**src/rtl/midi_voice_period_bank_pkg.sv**
```systemverilog
// Shared note table, FSM states and constants for the MIDI voice period bank.
// Half-periods are in sample ticks for the lowest octave (notes 0-11).
package midi_voice_period_bank_pkg;

    localparam int NOTES_PER_OCT = 12;
    localparam int BASE_W = 15;

    localparam logic [BASE_W-1:0] BASE [NOTES_PER_OCT] = '{
        15'd23889, 15'd22548, 15'd21282, 15'd20088,
        15'd18960, 15'd17896, 15'd16892, 15'd15944,
        15'd15049, 15'd14204, 15'd13407, 15'd12654
    };

    typedef enum logic [1:0] {
        IDLE,
        DIV,
        WRITE
    } conv_state_t;

endpackage

```
**src/rtl/midi_voice_osc.sv**
```systemverilog
// One voice: holds its half-period and runs a square-wave phase counter.
// A write from the converter always takes priority over a sample tick.
module midi_voice_osc
    import midi_voice_period_bank_pkg::*;
#(
    parameter int TICK_W = 24
) (
    input  logic              clk,
    input  logic              reset,
    input  logic              sample_tick,
    input  logic              wr_en,
    input  logic              wr_gate,
    input  logic [TICK_W-1:0] wr_period,
    output logic              active,
    output logic              square,
    output logic [TICK_W-1:0] period
);

    localparam logic [TICK_W-1:0] ONE = TICK_W'(1);

    logic [TICK_W-1:0] cnt;

    always_ff @(posedge clk or posedge reset) begin
        if (reset) begin
            active <= 1'b0;
            square <= 1'b0;
            period <= '0;
            cnt    <= '0;
        end else if (wr_en) begin
            active <= wr_gate;
            square <= 1'b0;
            cnt    <= '0;
            if (wr_gate) begin
                period <= wr_period;
            end
        end else if (sample_tick && active) begin
            if (cnt == period - ONE) begin
                cnt    <= '0;
                square <= ~square;
            end else begin
                cnt <= cnt + ONE;
            end
        end
    end

endmodule

```
**src/rtl/midi_voice_period_bank.sv**
```systemverilog
// Multi-voice MIDI note to half-period converter with per-voice square oscillators.
// The octave is found by repeated subtraction, one octave per cycle.
module midi_voice_period_bank
    import midi_voice_period_bank_pkg::*;
#(
    parameter  int VOICES = 4,
    parameter  int TICK_W = 24,
    localparam int VW     = (VOICES > 1) ? $clog2(VOICES) : 1
) (
    input  logic                     clk,
    input  logic                     reset,
    input  logic                     sample_tick,
    input  logic                     cmd_valid,
    output logic                     cmd_ready,
    input  logic [VW-1:0]            cmd_voice,
    input  logic [6:0]               cmd_note,
    input  logic                     cmd_gate,
    output logic [VOICES-1:0]        voice_active,
    output logic [VOICES-1:0]        voice_square,
    output logic [VOICES*TICK_W-1:0] voice_period
);

    localparam logic [6:0] NPO = 7'(NOTES_PER_OCT);

    conv_state_t       state, state_d;
    logic [6:0]        rem;
    logic [3:0]        oct;
    logic [VW-1:0]     voice;
    logic              gate;
    logic [TICK_W-1:0] new_period;

    always_ff @(posedge clk or posedge reset) begin
        if (reset) begin
            state <= IDLE;
        end else begin
            state <= state_d;
        end
    end

    always_comb begin
        state_d   = state;
        cmd_ready = 1'b0;
        unique case (state)
            IDLE: begin
                cmd_ready = 1'b1;
                if (cmd_valid) begin
                    state_d = DIV;
                end
            end
            DIV: begin
                if (rem < NPO) begin
                    state_d = WRITE;
                end
            end
            WRITE:   state_d = IDLE;
            default: state_d = IDLE;
        endcase
    end

    always_ff @(posedge clk or posedge reset) begin
        if (reset) begin
            rem   <= '0;
            oct   <= '0;
            voice <= '0;
            gate  <= 1'b0;
        end else if (state == IDLE && cmd_valid) begin
            rem   <= cmd_note;
            oct   <= '0;
            voice <= cmd_voice;
            gate  <= cmd_gate;
        end else if (state == DIV && rem >= NPO) begin
            rem <= rem - NPO;
            oct <= oct + 4'd1;
        end
    end

    // rem is below 12 once WRITE is reached, so the low nibble indexes the table
    assign new_period = TICK_W'(BASE[rem[3:0]]) >> oct;

    for (genvar v = 0; v < VOICES; v++) begin : g_voice
        logic wr_en;

        assign wr_en = (state == WRITE) && (voice == VW'(v));

        midi_voice_osc #(
            .TICK_W(TICK_W)
        ) u_osc (
            .clk        (clk),
            .reset      (reset),
            .sample_tick(sample_tick),
            .wr_en      (wr_en),
            .wr_gate    (gate),
            .wr_period  (new_period),
            .active     (voice_active[v]),
            .square     (voice_square[v]),
            .period     (voice_period[v*TICK_W +: TICK_W])
        );
    end

endmodule

```
**config.mk**
```make
export PLATFORM = sky130hd
export DESIGN_NAME = midi_voice_period_bank
export DESIGN_NICKNAME = d
export VERILOG_FILES = /design/src/rtl/midi_voice_period_bank_pkg.sv /design/src/rtl/midi_voice_osc.sv /design/src/rtl/midi_voice_period_bank.sv
export SDC_FILE = /design/constraint.sdc
export NUM_CORES = 1
export LEC_CHECK = 0
export ABC_AREA = 1
export CORE_AREA = 2 2 180 182
export CTS_CLUSTER_SIZE = 30
export DETAILED_ROUTE_END_ITERATION = 7
export DIE_AREA = 0 0 182 184
export PLACE_DENSITY_LB_ADDON = 0.3
export SLEW_MARGIN = 20
export SYNTH_ARGS = -nofsm -noshare
export SYNTH_HDL_FRONTEND = slang
export SYNTH_HIERARCHICAL = 1
export SYNTH_SLANG_ARGS = --single-unit
```
**constraint.sdc**
```tcl
create_clock -name clk -period 2.1 [get_ports clk]
set_input_delay 0.315 -clock clk [delete_from_list [all_inputs] [get_ports clk]]
set_output_delay 0.315 -clock clk [all_outputs]
set_load 0.01 [all_outputs]
```
==> results.ini <==
[worst_hold_path]
min_path_type = in -> async

[floorplanning]
die_w_um = 182
dieArea_um2 = 33500
start_util_pct = 49.4
die_h_um = 184
io_pins = 119
design.core.area_um2 = 31400
fp-row-count = 65

[clock_network]
cts_sinks = 216
cts_inserted_buffers = 26
clk_latency_ns = 0.55
clockBufferDepth = 3
cts_hold_buf = 0
cts_tree = yes
cts_max_level = 1
clock-root-buffer = clkbuf_16
clkTransAtPathRegs_ns = 0.06

[sta]
rsz0062_at_grt = true
hold_slack_ns = 0.113
skew_ns = 0.0179
hold_viol = 0
max_freq_mhz = 453
finalCritPeriodShare_pct = 105
setup_viol = 69
worstMarginPinSlew_ns = 0.524
setup_slack_ns = -0.108
slew_viol_final = 0
relSlewSlack_pct = 64.8
fin_crit_ns = 2.21

[final_layout]
final_util_pct = 65.5
syn2layout_area_growth_pct = 32.5
drive_gt1_share_pct = 27.9
fin_nets = 2456
insertedDiodeCount = 0

[routing]
vias_per_cell = 5.29
ant_nets = 0
first_pass_iters = 5
wirelength_um = 45600
vias = 15100
first_iter_violations = 1057
drc = 0
wl_per_cell_um = 16.0

[synth]
ys_types = 42
synth-edff-count = 0
synth_top_area_share_pct = 34.8
synth_seq_cells = 216
yosys-top-cells-count = nand2_1, nor2_1, dfrtp_1
synthTopCellsByArea = dfrtp_1, nand2_1, nand3_1
yosys_warnings = 6
synth_top_area_cell = dfrtp_1
ys_seq_area_share_pct = 34.8
syn_area_um2 = 15500
synth_most_common_cell = nand2_1
ys.flop_type = dfrtp_1
synthCells = 2066
syn_avg_cell_area_um2 = 7.51
async_flop_share_pct = 100

[placed_design]
place.gp.congestion = 0.918
pre_cts_ws_ns = -0.158
portBuffers = 118
hpwl_um = 32800

[pwr]
p_per_area_nw_per_um2 = 1570
peakVddDrop_uv = 757
leakagePower_uw = 0.00996
finalPower_uw = 32200

[run_status]
status = complete, but fails checks
violations = setup timing

[worst_setup_path]
crit_path_start_kind = flip-flop
cp.arrival_ns = 2.64
required_ns = 2.53
worstPathMaxFanout = 6
worstSetupPathType = reg -> reg
crit_path_end_kind = flip-flop

[global_routing]
grt_max_degree = 51
grtUsageTotal_pct = 26.8
grt_pass1_vias = 14700
grt_antenna_before_repair = 0
overflow = 0
grt_pass1_wl_um = 73300

[run]
max_cap_violations = 0

-- metal layers --
layer / global-route usage [%] / up-vias / wire length, µm
li1: - / 7346 / -
met1: 35.5 / 7184 / 19700
met2: 45.0 / 436 / 21800
met3: 3.68 / 90 / 2670
met4: 9.26 / 0 / 1400
met5: 0 / - / 0
-- flip-flops by register name, summed over array words and instances (netlist names) --
register,flops
state,2
oct,4
voice,2
g_voice.u_osc/square,4
g_voice.u_osc/active,4
rem,7
g_voice.u_osc/cnt,96
gate,1
g_voice.u_osc/period,96
-- cells in the final DEF (no fill, tap or decap), drive strengths merged, types with 44 or more instances in the layout --
| cell type | n |
|---|---|
| nand2 | 545 |
| nor2 | 299 |
| buf | 226 |
| dfrtp | 216 |
| inv | 208 |
| nand3 | 197 |
| a21oi | 133 |
| clkdlybuf4s50 | 116 |
| xor2 | 104 |
| xnor2 | 61 |
| mux2 | 59 |
| nand4 | 46 |
| o21ai | 44 |
-- worst max-delay path, stage by stage (launching register included) --
cell and delay, ns:
dfrtp_1 0.40, buf_6 0.13, nor2_4 0.15, nand2_4 0.11, nor2_8 0.16, buf_6 0.12, buf_4 0.10, nand3_1 0.08
nand2_1 0.08, a21oi_1 0.06, nand2_1 0.09, nor2_2 0.06, nand2_2 0.12, nand2_4 0.10, buf_6 0.13, buf_6 0.11
nand3_2 0.04, nand2_1 0.05
-- through the flow --
stage	instance area, µm²	std cells	setup TNS [ns]
after floorplan	15700	2101	0
after global placement	18500	2753	-3.72
after detailed placement	18500	2753	-8.36
after CTS	20100	2833	-1.97
after global routing	20600	2846	-14.34
final	20600	2846	-2.76
-- final cells by class --
cell class / count / area, µm²
multi-input combinational: 1627 / 9750
clock buffer: 31 / 701
timing repair buffer: 344 / 3220
tap: 402 / 503
clock inverter: 16 / 174
fill: 2606 / 10800
inverter: 210 / 792
sequential: 216 / 5430
-- kinds of logic (layout without fill, tap and decap cells) --
kind of cell	after synthesis	count (layout)	synth area share (%)
muxes	59	59	4.28
other	1	36	0.0242
and+or+nand+nor	1160	1164	34.5
adders and majority gates	17	17	1.37
buffers and inverters	262	601	7.56
AOI/OAI and AO/OA	186	186	8.15
xor gates and xnor gates	165	165	9.31
DFF	216	216	34.8
-- timing repair --
item,in CTS,in global routing
setup buffers,28,19
setup endpoints to repair,117,147
hold endpoints to repair,0,0
resized for setup,93,133
pin swaps,47,78
gates cloned,7,1
-- report_power, final --
group	total, µW	leakage [µW]	switching, µW	internal (µW)
combinational	20600	0.00676	11900	8750
sequential	6930	0.00277	1630	5290
clock	4640	0.000426	1880	2750
-- final timing paths --
kind / cells after the start / to / slack, ns / from
setup / recovery: 17 / g_voice[3].u_osc/square / -0.11 / g_voice[3].u_osc/period[1]
hold / removal: 2 / g_voice[2].u_osc/active / 0.11 / reset
setup reg to reg: 17 / g_voice[3].u_osc/square / -0.11 / g_voice[3].u_osc/period[1]
hold reg to reg: 2 / g_voice[3].u_osc/active / 0.51 / g_voice[3].u_osc/active
max in group asynchronous: 3 / g_voice[2].u_osc/period[7] / 1.46 / reset
min in group clk: 3 / rem[0] / 0.35 / cmd_note[0]
No activity file was read; power rests on OpenSTA's default activity.
